<file path="src/rtl/bus_pkg.sv">
// Shared definitions for the data-bus controller: address regions, their
// page numbers on DataAddr[15:12], and the RAM read FSM states.
package bus_pkg;

  typedef enum logic [2:0] {
    REG_RAM,
    REG_LED,
    REG_HEX,
    REG_SW,
    REG_KEY,
    REG_NONE
  } region_e;

  localparam logic [3:0] BASE_RAM = 4'h0;
  localparam logic [3:0] BASE_LED = 4'h1;
  localparam logic [3:0] BASE_HEX = 4'h2;
  localparam logic [3:0] BASE_SW  = 4'h3;
  localparam logic [3:0] BASE_KEY = 4'h4;

  typedef enum logic {
    ST_IDLE    = 1'b0,
    ST_RD_DONE = 1'b1
  } state_e;

  function automatic region_e decode_region(input logic [3:0] page);
    region_e region;
    case (page)
      BASE_RAM: region = REG_RAM;
      BASE_LED: region = REG_LED;
      BASE_HEX: region = REG_HEX;
      BASE_SW:  region = REG_SW;
      BASE_KEY: region = REG_KEY;
      default:  region = REG_NONE;
    endcase
    return region;
  endfunction

endpackage

</file>
<file path="src/rtl/hex7seg.sv">
// Hex digit to seven-segment decoder; segments ordered gfedcba, active-low.
module hex7seg (
  input  logic [3:0] i_val,
  output logic [6:0] o_seg
);

  always_comb begin
    case (i_val)
      4'h0: o_seg = 7'b1000000;
      4'h1: o_seg = 7'b1111001;
      4'h2: o_seg = 7'b0100100;
      4'h3: o_seg = 7'b0110000;
      4'h4: o_seg = 7'b0011001;
      4'h5: o_seg = 7'b0010010;
      4'h6: o_seg = 7'b0000010;
      4'h7: o_seg = 7'b1111000;
      4'h8: o_seg = 7'b0000000;
      4'h9: o_seg = 7'b0010000;
      4'hA: o_seg = 7'b0001000;
      4'hB: o_seg = 7'b0000011;
      4'hC: o_seg = 7'b1000110;
      4'hD: o_seg = 7'b0100001;
      4'hE: o_seg = 7'b0000110;
      default: o_seg = 7'b0001110;
    endcase
  end

endmodule

</file>
<file path="src/rtl/data_bus_ctrl.sv">
// Processor data-port controller: decodes RAM and board I/O, stalls one cycle
// for synchronous RAM reads, and holds the LED/HEX/KEY-edge registers.
module data_bus_ctrl
  import bus_pkg::*;
#(
  parameter int RAM_AW      = 12,
  parameter int SYNC_STAGES = 2
) (
  input  logic              Clock,
  input  logic              Resetn,
  input  logic [15:0]       DataAddr,
  input  logic [15:0]       DataOut,
  input  logic              WriteData,
  input  logic              ReadData,
  output logic [15:0]       DataIn,
  output logic              DataWaitreq,
  output logic [RAM_AW-1:0] ram_addr,
  output logic [15:0]       ram_wdata,
  output logic              ram_we,
  input  logic [15:0]       ram_rdata,
  input  logic [9:0]        SW,
  input  logic [3:0]        KEY,
  output logic [9:0]        LEDR,
  output logic [6:0]        HEX0,
  output logic [6:0]        HEX1,
  output logic [6:0]        HEX2,
  output logic [6:0]        HEX3
);

  state_e                      r_state;
  logic [9:0]                  r_led;
  logic [15:0]                 r_hex;
  logic [3:0]                  r_edge;
  logic [3:0]                  r_key_prev;
  logic [SYNC_STAGES-1:0][9:0] r_sw_sync;
  logic [SYNC_STAGES-1:0][3:0] r_key_sync;

  region_e    w_region;
  logic       w_wr;
  logic       w_rd;
  logic       w_rd_ram;
  logic [9:0] w_sw;
  logic [3:0] w_key_pressed;
  logic [3:0] w_key_rise;
  logic [3:0] w_key_clr;
  logic [15:0] w_rd_data;

  assign w_region = decode_region(DataAddr[15:12]);
  // A simultaneous write wins: the read half of the access is dropped.
  assign w_wr     = WriteData;
  assign w_rd     = ReadData & ~WriteData;
  assign w_rd_ram = w_rd & (w_region == REG_RAM);

  assign ram_addr  = DataAddr[RAM_AW-1:0];
  assign ram_wdata = DataOut;
  assign ram_we    = w_wr & (w_region == REG_RAM);

  assign w_sw          = r_sw_sync[SYNC_STAGES-1];
  assign w_key_pressed = ~r_key_sync[SYNC_STAGES-1];
  assign w_key_rise    = w_key_pressed & ~r_key_prev;
  assign w_key_clr     = (w_wr && w_region == REG_KEY) ? DataOut[7:4] : 4'b0;

  // Gated by Resetn so the stall drops the instant reset asserts, even with
  // a RAM read strobe still held by the processor.
  assign DataWaitreq = Resetn & (r_state == ST_IDLE) & w_rd_ram;

  // NOTE: every always_ff uses non-blocking assignments so all registers
  // sample the same pre-edge values; blocking here would chain the stages.
  always_ff @(posedge Clock or negedge Resetn) begin
    if (!Resetn) begin
      r_state    <= ST_IDLE;
      r_sw_sync  <= '0;
      r_key_sync <= '1;
      r_key_prev <= '0;
    end else begin
      r_sw_sync  <= {r_sw_sync[SYNC_STAGES-2:0], SW};
      r_key_sync <= {r_key_sync[SYNC_STAGES-2:0], KEY};
      r_key_prev <= w_key_pressed;
      if (r_state == ST_IDLE && w_rd_ram) r_state <= ST_RD_DONE;
      else                                r_state <= ST_IDLE;
    end
  end

  always_ff @(posedge Clock or negedge Resetn) begin
    if (!Resetn) begin
      r_led  <= '0;
      r_hex  <= '0;
      r_edge <= '0;
    end else begin
      if (w_wr && w_region == REG_LED) r_led <= DataOut[9:0];
      if (w_wr && w_region == REG_HEX) r_hex <= DataOut;
      r_edge <= (r_edge & ~w_key_clr) | w_key_rise;
    end
  end

  // NOTE: default assignment first so no path through this block can infer a latch.
  always_comb begin
    w_rd_data = '0;
    if (w_rd) begin
      if (r_state == ST_RD_DONE) begin
        w_rd_data = ram_rdata;
      end else begin
        case (w_region)
          REG_LED: w_rd_data = {6'b0, r_led};
          REG_HEX: w_rd_data = r_hex;
          REG_SW:  w_rd_data = {6'b0, w_sw};
          REG_KEY: w_rd_data = {8'b0, r_edge, w_key_pressed};
          default: w_rd_data = '0;
        endcase
      end
    end
  end

  assign DataIn = w_rd_data;
  assign LEDR   = r_led;

  hex7seg u_hex0 (.i_val(r_hex[3:0]),   .o_seg(HEX0));
  hex7seg u_hex1 (.i_val(r_hex[7:4]),   .o_seg(HEX1));
  hex7seg u_hex2 (.i_val(r_hex[11:8]),  .o_seg(HEX2));
  hex7seg u_hex3 (.i_val(r_hex[15:12]), .o_seg(HEX3));

endmodule

</file>
<file path="config.mk">
export PLATFORM = sky130hd
export DESIGN_NAME = data_bus_ctrl
export DESIGN_NICKNAME = d
export VERILOG_FILES = /design/src/rtl/bus_pkg.sv /design/src/rtl/hex7seg.sv /design/src/rtl/data_bus_ctrl.sv
export SDC_FILE = /design/constraint.sdc
export NUM_CORES = 1
export LEC_CHECK = 0
export BUFFER_PORTS_ARGS = -buffer_cell sky130_fd_sc_hd__buf_2
export CORE_ASPECT_RATIO = 1.4
export CORE_MARGIN = 3
export CORE_UTILIZATION = 46
export CTS_BUF_LIST = sky130_fd_sc_hd__clkbuf_4 sky130_fd_sc_hd__clkbuf_8
export DETAILED_ROUTE_END_ITERATION = 10
export PLACE_DENSITY = 0.85
export SYNTH_ARGS = -nofsm -noshare
export SYNTH_HDL_FRONTEND = slang
export SYNTH_HIERARCHICAL = 1
export SYNTH_SLANG_ARGS = --single-unit
</file>
<file path="constraint.sdc">
create_clock -name Clock -period 1.5 [get_ports Clock]
set_clock_uncertainty 0.15 [all_clocks]
set_input_delay 0 -clock Clock [delete_from_list [all_inputs] [get_ports Clock]]
set_output_delay 0 -clock Clock [all_outputs]
set_load 0.1 [all_outputs]
</file>
==> impl_summary.md, run 1 <==
Placement
Once detailed placement completed, the half-perimeter wirelength came to 8.84 mm. Input and output buffers added on the ports amount to 125. The total placed cells including tap cells is 602. The congestion estimate from routability-driven global placement came to 0.858.

At the placement stage, the worst setup path has a slack of -244 ps. Summing all placed instances gives a cell area of 0.00602 mm2.

Power and ir drop
The analysis attributes to cell leakage a power of 3.26 nW. Dividing total power by cell area gives a power density of 1660 mW/mm2. The worst voltage drop across the vdd grid is 1580 uV.

Global route
The global-route wire length before repair is 24.5 mm. The overall routing resource usage is 33.1%. The number of antenna violations at the first check in global routing is 2. The pin count of the biggest net entering global routing is 64.

The number of global-route vias before repair is 4432. For this run the aggregate overflow at the end of global routing stands at 0.

Outcome
The run finished, with violations left. The final reports fail on negative hold slack, negative setup slack.

Timing
The post-route worst setup slack is -655 ps. The setup-violating endpoint count in the final report is 45. The worst pin sits at a relative slew slack of 33.2%. The count of final max-slew check failures is 0.

The ratio of final minimum period to clock period is 144%. The worst hold-check slack is -166 ps. Setup repair after global routing could not meet its margin everywhere.

The achievable frequency is 0.464 GHz. The hold violation count in the final report is 1. The minimum period implied by the final worst setup slack is 2150 ps. The total negative setup slack is -19640 ps. The transition at the pin with the smallest max-transition slack is 999 ps.

Clock tree
The clock passes through at most 2 buffers. The number of hold-repair buffers added at the cts stage is 43. TritonCTS built the clock tree. Counting the buffers created by CTS gives 9.

The CTS sink count is 63. The total number of H-tree levels is 3. The insertion delay to the later sink of the worst-skew pair is 350 ps. Clock-pin slew was measured on the worst setup and hold paths at 70 ps. The clock root buffer master is clkbuf_8.

Yosys
In the post-synthesis netlist, the biggest area contributors are dfrtp_1, ha_1, mux2i_1, mux2_2, buf_4. The number of different library cells used by synthesis comes to 35. Synthesis produced a netlist with a net count of 444.

The largest total area in the synthesized netlist belongs to dfrtp_1. The predominant post-synthesis flop cell is dfrtp_1. The register area share after synthesis is 40.3%. The Yosys step of the flow raised 6 warnings. The average footprint of a synthesized cell is 11.3 um2. Of all flip-flops after synthesis, the portion carrying an async set or reset was 100%. The netlist area before placement is 0.00394 mm2. The most used standard cell by instance count after synthesis is dfrtp_1. The number of enable flip-flop cells after synthesis is 0.

After synthesis the netlist holds a flip-flop and latch count of 63. The number of instances in the synthesized netlist is 350. Sorting the synthesized cells by how often they occur yields dfrtp_1, nor2_1, buf_4. Summed over its instances, the top area cell type makes up 34.9% of the synthesized netlist area.

Hold path
The hold path endpoint is r_state$_DFF_PN0_. The tightest min-delay check is of the input port to register type. The critical hold path startpoint is ReadData.

The worst hold path stage count is 3.

Floorplanning
The height of the die is 116 um. Once the floorplan was initialized, standard cells occupied 47.8% of the core. The I/O pin count is 150. The die covers 0.00973 mm2. The initialized floorplan defines 39 standard-cell rows. The region available for standard cell placement spans 0.00825 mm2.

The chip width is 84.2 um.

Setup path
Data on the critical path is required at its endpoint by 1350 ps. The maximum fanout along the worst path is 4. The worst register-to-register path has a setup slack of 110 ps.

The reg-to-reg startpoint is r_hex[12]$_DFFE_PN0P_. The number of cells on the worst reg-to-reg path is 4. The critical setup path kind is register to output port. The worst setup path is launched from a register. The data arrival time of the critical path is 2000 ps. The worst register-to-register path ends at r_hex[12]$_DFFE_PN0P_. STA classifies the critical path endpoint as an output port.

Routing
After detailed routing, the total wire length is 19.0 mm. The via-per-instance ratio is 6.23. The post-route antenna net violation count is 0.

The wire length per cell after detailed routing is 27.5 um. After detailed routing, the number of remaining DRC violations is 0. The first-pass detailed-route iteration total is 7. The final route contains 4297 vias. The detailed router finished its first iteration with 429 violations.

Layout
The final standard cell count with taps included and fillers excluded is 690. In the final layout, the multi-input gates occupy 0.00291 mm2. Across the whole layout, storage elements account for 0.00161 mm2.

After filler insertion, the fill cell instance count of the layout stands at 275. Compared with the post-synthesis result, the final layout area differs by 91.4%. The summed area of non-filler cells in the final layout is 0.00754 mm2.

Cells with a size suffix above 1 make up 72.5% of the layout. For this run, the post-layout net count is 675.

Run
Across the run, the number of max-cap violations was 0.
## worst max path at each step
stage / start / endpoint / depth (start not counted)
final: r_hex[13]$_DFFE_PN0P_ / HEX3[0] / 6
after global routing: r_hex[13]$_DFFE_PN0P_ / HEX3[0] / 6
after detailed placement: r_hex[1]$_DFFE_PN0P_ / HEX0[0] / 6
after CTS: r_hex[5]$_DFFE_PN0P_ / HEX1[0] / 7
after global placement: r_hex[1]$_DFFE_PN0P_ / HEX0[0] / 6
after floorplan: r_state$_DFF_PN0_ / DataIn[0] / 5
## sequential cells by signal, indices dropped and copies added (netlist names)
signal and count:
r_state 1, r_hex 16, r_key_prev 4, r_edge 4
w_sw 10, LEDR 10, r_key_sync 8, r_sw_sync 10
## layer usage
layer / vias to the layer above / global-route usage [%] / routed length, um
li1: 1679 / - / -
met1: 2179 / 35.3 / 6310
met2: 342 / 60.5 / 9990
met3: 97 / 6.90 / 1460
met4: 0 / 18.9 / 1200
met5: - / 0 / 0
## final cells by class
cell class,count,share of cell area [%]
multi-input cells,223,38.6
well taps,102,1.69
flip-flops and latches,63,21.4
diodes,2,0.0664
clock buffers,13,2.12
clock inverters,3,0.265
repair buffers,268,34.8
inverters,16,1.06
## kinds of logic after synthesis
kind of cell | share of synthesized area, %
compound gates | 11.9
fa+ha+maj | 8.89
buf+inv | 10.1
flops | 40.3
mux | 19.1
simple gates | 9.69
## worst max-delay path: stages, from the launching register on
cell and delay (ps):
dfrtp_1 440, inv_4 130, ha_4 140, and2b_2 240, or3b_4 400, o21ai_4 110, buf_12 200
## power breakdown
part	switching (W)	internal (W)
sequential	0.000351	0.00194
clock	0.000749	0.000701
combinational	0.00528	0.00348
total	0.00638	0.00612
## through the flow
| step | total power [W] | util [%] | hold WS [ps] |
|---|---|---|---|
| 2_1_floorplan | 0.00721 | - | -446 |
| 3_3_place_gp | 0.00894 | 73.0 | -149 |
| 3_5_place_dp | 0.00914 | 73.0 | -149 |
| 4_1_cts | 0.0115 | 88.3 | -186 |
| 5_1_grt | 0.0127 | 91.4 | -170 |
| 6_report | 0.0125 | 91.4 | -166 |
## cell usage in the layout, fill, tap and decap left out, drive strengths merged
cell	n
clkbuf	13
o21ai	9
a22oi	8
o2bb2ai	4
nor2b	2
a22o	16
and4b	1
and2b	5
clkinvlp	2
nor3	2
dlygate4sd3	43
inv	16
clkinv	1
mux2	31
diode	2
or3b	4
ha	28
buf	225
and2	1
nand2b	2
nand2	20
o22ai	8
nand4b	1
and3	1
nor4b	2
mux4	4
dfstp	8
dfrtp	55
nor2	31
mux2i	26
a21oi	4
a32o	5
a2bb2oi	8
## what timing repair did
item                                    in CTS  in global routing
pin swaps                                   38                 31
gates resized for setup                    107                 48
endpoints found under the setup margin      45                 45
setup buffers                               19                 18
hold endpoints to repair                   120                  1
Note: power is estimated with default switching activity, not from simulation.
==> inputs of run 2 (changes only) <==
==> constraint.sdc (replaced) <==
create_clock -name Clock -period 1.5 [get_ports Clock]
set_clock_uncertainty 0.15 [all_clocks]
set_input_delay 0.075 -clock Clock [delete_from_list [all_inputs] [get_ports Clock]]
set_output_delay 0.075 -clock Clock [all_outputs]
set_load 0.1 [all_outputs]
==> impl_summary.md, run 2 (synthesis results as in run 1) <==
Outcome
The run finished, with violations left. The checks that failed: negative hold slack, negative setup slack.

Timing
The transition at the pin with the smallest max-transition slack came to 839 ps (-160 ps). The post-route worst setup slack is -713 ps (-58.0 ps). The hold violation count in the final report is 1 (unchanged). The worst hold-check slack is -63.9 ps (+102 ps). The count of final max-slew check failures is 0 (unchanged). Setup repair after global routing could not meet its margin everywhere. The ratio of final minimum period to clock period came to 148% (+3.9 points). The normalized max-slew margin is 44.0% (+11 points). The minimum period implied by the final worst setup slack is 2210 ps (+58.0 ps). The setup-violating endpoint count in the final report is 47 (+4.4%). The achievable frequency is 0.452 GHz (-2.6%).

Layout
The register with the highest flop count is r_hex. The final standard cell count with taps included and fillers excluded is 676 (-2.0%). The flip-flop count of the largest register after layout is 16 (unchanged).

The library cell used most frequently in the layout, excluding fill and tap cells, is buf_2. The number of nets in the layout is 662 (-1.9%). The number of filler cells placed in the layout was 264 (-4.0%).

The relative area change from synthesis to final layout is 90.2%. In the layout the commonest cells are buf_2, buf_4, buf_12. The core occupancy in the finished layout came to 90.9% (-0.59 points). The share of layout cells above drive strength 1 came to 75.4% (+2.9 points).

Placement
The number of buffers inserted by port buffering is 125 (unchanged). The total placed cells including tap cells is 601 (-0.17%). The detailed placer's ending HPWL was 9.00 mm (+1.8%).

The weighted congestion reported at the end of routability-driven placement came to 0.829 (-3.3%). The worst setup slack after placement is -337 ps (-92.9 ps).

Floorplanning
The initial cell density of the core is 47.8% (unchanged). The chip width is 84.2 um (unchanged). The I/O pin count was 150 (unchanged). The full die area came to 0.00973 mm2 (unchanged).

The height of the die is 116 um (unchanged). The core area came to 0.00825 mm2 (unchanged). The number of rows in the core area is 39 (unchanged).

Global route
The total grt overflow is 0 (unchanged). The pin count of the biggest net entering global routing is 64 (unchanged). The overall routing resource usage is 32.5% (-0.61 points).

The global-route wire length before repair came to 24.0 mm (-2.2%). The number of global-route vias before repair was 4297 (-3.0%). The number of antenna violations at the first check in global routing was 1 (-1).

Power and ir drop
The sequential share of power came to 18.5% (about the same). The total power per unit cell area was 1670 mW/mm2 (+1.0%). The internal power contribution was 0.00616 W (+0.63%). The power spent charging and discharging nets was 0.00638 W (+0.10%). The leakage power figure is 3.23 nW (-1.1%). The net switching share of the total power came to 50.9% (-0.13 points).

The worst voltage drop across the vdd grid is 1480 uV (-6.9%). The combinational fraction of design power is 68.3% (-1.7 points). The portion of total power attributed to the clock network is 13.3% (+1.7 points).

Clock tree
The CTS sink count was 63 (unchanged). TritonCTS built the clock tree. The total number of H-tree levels is 3 (unchanged). The clock tree buffer depth is 2 (unchanged). The tree is rooted in a clkbuf_8.

The total CTS buffers is 9 (unchanged). The clock transition time at the flip-flop clock pins of the worst setup and hold paths is 90 ps (+20 ps). The insertion delay to the later sink of the worst-skew pair came to 370 ps (+20 ps). The number of hold-repair buffers added at the cts stage is 31 (-28%).

Hold path
The critical hold path startpoint is ReadData. The hold path endpoint is r_state$_DFF_PN0_. The worst hold path stage count came to 3 (unchanged). The classification of the worst-slack hold path is input port to register.

Setup path
The minimum setup slack among reg-to-reg paths is 150 ps (+40 ps). The critical setup path kind is register to output port. The data required time of the worst path is 1270 ps (-80 ps). The data arrival time of the critical path is 1990 ps (about the same).

The worst register-to-register path begins at r_hex[12]$_DFFE_PN0P_. The worst flop-to-flop path endpoint is r_hex[12]$_DFFE_PN0P_. The kind of launch point of the worst setup path is a register. The most critical setup path has its startpoint at r_hex[5]$_DFFE_PN0P_.

The maximum fanout along the worst path was 4 (unchanged). The depth of the worst register-to-register path is 3 (-1). STA classifies the critical path endpoint as an output port.

Routing
The via-per-instance ratio came to 6.23 (about the same). The starting DRC count in detailed routing is 410 (-4.4%). The count of unresolved DRC violations after routing is 0 (unchanged).

The routed via count is 4214 (-1.9%). The post-route antenna net violation count is 0 (unchanged). The first-pass detailed-route iteration total came to 5 (-2).

The wire length per cell after detailed routing is 29.4 um (+7.2%). The final wirelength is 19.9 mm (+5.0%).

Run
The reported max-cap violation count is 0 (unchanged).
[run 2: cell count changes in the layout (fill, tap and decap cells not counted), moves of 2 or more]
cell	previous run	this run
dfrtp_1	38	33
ha_4	19	22
buf_4	71	66
buf_6	26	31
nor2_2	0	2
dlygate4sd3_1	43	31
dfrtp_2	15	20
inv_2	4	2
buf_8	1	4
clkbuf_4	3	0
ha_2	4	2
buf_12	48	45
inv_4	8	10
clkinv_4	0	2
[run 2: power groups by stage]
stage          registers, W  clock network (W)  logic, W
2_1_floorplan       0.00268                  0   0.00469
3_3_place_gp        0.00223                  0   0.00686
3_5_place_dp        0.00226                  0   0.00704
4_1_cts             0.00224            0.00154   0.00771
5_1_grt             0.00233            0.00173   0.00871
6_report            0.00232            0.00166   0.00856
[run 2: final cells by class]
class / count / area (um2) / area share [%]
inverter: 16 / 85.1 / 1.14
antenna: 1 / 2.50 / 0.0334
multi-input combinational: 223 / 2950 / 39.3
clock buffer: 10 / 138 / 1.84
clock inverter: 6 / 68.8 / 0.919
tap: 102 / 128 / 1.70
timing repair buffer: 255 / 2510 / 33.5
sequential: 63 / 1620 / 21.6
[run 2: worst max-delay path: stages, from the launching register on]
cell and delay, ps:
dfrtp_2 450, inv_4 100, ha_4 150, and2b_2 240
or3b_4 410, o21ai_4 80, buf_12 190
[run 2: metrics by stage]
stage	TNS (ps)	hold WS (ps)	power [W]	instance area, um2
4_1_cts	-21440	-69.9	0.0115	7170
5_1_grt	-26240	-65.7	0.0128	7490
2_1_floorplan	-8420	-371	0.00737	4630
3_3_place_gp	-5600	0.681	0.00909	6160
6_report	-24580	-63.9	0.0125	7490
3_5_place_dp	-7710	0.681	0.00929	6160
[run 2: routing by layer]
metal / up-vias / global-route usage (%) / wire (um)
li1: 1655 / - / -
met1: 2075 / 32.7 / 6560
met2: 361 / 62.7 / 10300
met3: 123 / 7.04 / 1520
met4: 0 / 15.9 / 1540
met5: - / 0 / 0
[run 2: what timing repair did]
item                                    4_1_cts  5_1_grt
resized for setup                            81       58
endpoints found under the setup margin       45       46
buffers inserted                             16       19
endpoints found under the hold margin       108        1
pin swaps                                    27       28
[run 2: how the worst max path moves through the flow]
stage | end | slack [ps] | depth (start not counted)
floorplan | DataIn[0] | -370 | 5
CTS | HEX2[0] | -600 | 6
detailed placement | HEX0[0] | -340 | 6
global placement | HEX3[0] | -260 | 6
global route | HEX1[0] | -750 | 6
finish | HEX1[0] | -710 | 6
==> inputs of run 3 (changes only) <==
- CORE_MARGIN: 3 -> 2
==> impl_summary.md, run 3 (synthesis results as in run 1) <==
Timing
The total negative setup slack is -25140 ps (-561 ps). The transition at the pin with the smallest max-transition slack is 1040 ps (+199 ps). The count of final max-slew check failures is 0 (unchanged). The minimum period implied by the final worst setup slack came to 2270 ps (+57.3 ps). The worst hold-check slack was 0.145 ps (+64.0 ps). The post-route worst setup slack is -770 ps (-57.3 ps). The ratio of final minimum period to clock period was 151% (+3.8 points). The hold violation count in the final report came to 0 (-1).

Setup repair after global routing could not meet its margin everywhere. The normalized max-slew margin came to 30.5% (-13 points). The setup-violating endpoint count in the final report came to 45 (-4.3%). The achievable frequency is 0.441 GHz (-2.5%).

Layout
The most frequent standard cell in the layout excluding fill and tap cells is buf_2. The final standard cell count with taps included and fillers excluded is 682 (+0.89%). The flip-flop count of the largest register after layout was 16 (unchanged). The relative area change from synthesis to final layout is 92.7%. The register with the most flip-flops in the final layout is r_hex. The share of layout cells above drive strength 1 is 74.8% (-0.57 points).

The top cell types in the final layout, fill and taps aside, are buf_2, buf_4, buf_12. The number of diodes is 0 (-1). The number of nets in the layout is 669 (+1.1%). The number of filler cells placed in the layout is 251 (-4.9%). The core occupancy in the finished layout came to 92.0% (+1.2 points).

Placement
The number of buffers inserted by port buffering is 125 (unchanged). The total placed cells including tap cells was 602 (+0.17%). The weighted congestion reported at the end of routability-driven placement is 0.837 (+0.94%).

The worst setup slack after placement came to -329 ps (+8.31 ps). The detailed placer's ending HPWL is 8.95 mm (-0.58%).

Setup path
The standard cell with the maximum stage delay on the critical path is dfrtp_2. The signal on the critical path passes through inv_4 -> ha_4 -> and2b_2 -> or3b_4 -> o21ai_4 -> buf_12. The data arrival time of the critical path was 2050 ps (+60 ps).

The type of element capturing the critical path is an output port. The maximum fanout along the worst path is 4 (unchanged). The worst stage delay on the critical path is 440 ps (about the same). The critical setup path kind is register to output port. The kind of launch point of the worst setup path is a register. The data required time of the worst path is 1270 ps (about the same).

Outcome
The run finished, with violations left. The checks that failed: negative setup slack.

Power and ir drop
The worst voltage drop across the vdd grid is 1410 uV (-4.7%). The leakage power figure is 3.28 nW (+1.7%). The total power per unit cell area is 1690 mW/mm2 (+0.71%).

Routing
The post-route antenna net violation count was 0 (unchanged). The final wirelength is 20.2 mm (+1.7%). The via-per-instance ratio came to 6.26 (+0.46%). The routed via count is 4271 (+1.4%). The starting DRC count in detailed routing was 376 (-8.3%). The wire length per cell after detailed routing was 29.7 um (+0.76%).

The first-pass detailed-route iteration total is 5 (unchanged). The count of unresolved DRC violations after routing is 0 (unchanged).

Run
The reported max-cap violation count is 0 (unchanged).

Clock tree
The total number of H-tree levels is 3 (unchanged). The clock tree buffer depth was 2 (unchanged). The insertion delay to the later sink of the worst-skew pair came to 370 ps (about the same).

The CTS tree is built. CTS placed an instance of clkbuf_8 at the clock tree root. The clock transition time at the flip-flop clock pins of the worst setup and hold paths is 90 ps (about the same).

The total CTS buffers was 9 (unchanged). The CTS sink count is 63 (unchanged).

Global route
The total grt overflow came to 0 (unchanged). The number of antenna violations at the first check in global routing was 1 (unchanged). The pin count of the biggest net entering global routing is 64 (unchanged). The overall routing resource usage is 36.1% (+3.6 points). The global-route wire length before repair was 24.7 mm (+2.8%). The number of global-route vias before repair was 4453 (+3.6%).

Floorplanning
The chip width is 82.2 um (-2.4%). The core area was 0.00825 mm2 (unchanged). The full die area was 0.00933 mm2 (-4.1%). The number of rows in the core area came to 39 (unchanged). The height of the die was 114 um (-1.7%).

The initial cell density of the core was 47.8% (unchanged). The I/O pin count is 150 (unchanged).

Hold path
The path class of the tightest hold or removal check is input port to output port.
-- run 3: worst paths after layout --
check | from | to | slack, ps | cells past startpoint
max reg2reg | r_hex[12]$_DFFE_PN0P_ | r_hex[12]$_DFFE_PN0P_ | 90 | 4
min in group asynchronous | Resetn | r_key_prev[0]$_DFF_PN0_ | 210 | 3
min reg2reg | r_sw_sync[2]$_DFF_PN0_ | w_sw[2]$_DFF_PN0_ | 200 | 0
min | DataAddr[7] | ram_addr[7] | 0.1 | 0
max | r_hex[5]$_DFFE_PN0P_ | HEX1[0] | -770 | 6
max in group asynchronous | Resetn | r_key_sync[6]$_DFF_PN1_ | 640 | 3
-- run 3: routing by layer --
metal	track usage [%]	wire length, um
met5	0	11
met4	20.1	1710
met3	10.1	2040
met2	63.8	10100
met1	37.1	6430
-- run 3: critical path: cells and delay by family (launching register included) --
kind	cells	cell delay, ps
buffers and inverters	2	280
and+or+nand+nor	2	720
DFF	1	440
AOI/OAI and AO/OA	1	90
adders and majority gates	1	140
-- run 3: cell type report --
class	instances	area [um2]	share of cell area [%]
Tap cell	102	128	1.68
Timing Repair Buffer	262	2590	34.1
Inverter	16	87.6	1.15
Clock buffer	10	138	1.81
Sequential cell	63	1620	21.3
Multi-Input combinational cell	223	2970	39.1
Clock inverter	6	67.6	0.890
-- run 3: timing repair --
item,4_1_cts,5_1_grt
gates resized for setup,98,58
setup endpoints to repair,46,47
pin swaps,29,34
hold buffers,32,0
buffers inserted,23,20
hold endpoints to repair,108,0
-- run 3: report_power, final --
group	total (W)	internal [W]	switching, W
clock	0.00165	0.000823	0.000830
sequential	0.00231	0.00195	0.000361
combinational	0.00884	0.00354	0.00530
-- run 3: stage by stage --
step	total power (W)	cell area, um2
6_report	0.0128	7590
2_1_floorplan	0.00737	4630
5_1_grt	0.0130	7590
3_5_place_dp	0.00928	6160
3_3_place_gp	0.00909	6160
4_1_cts	0.0117	7320
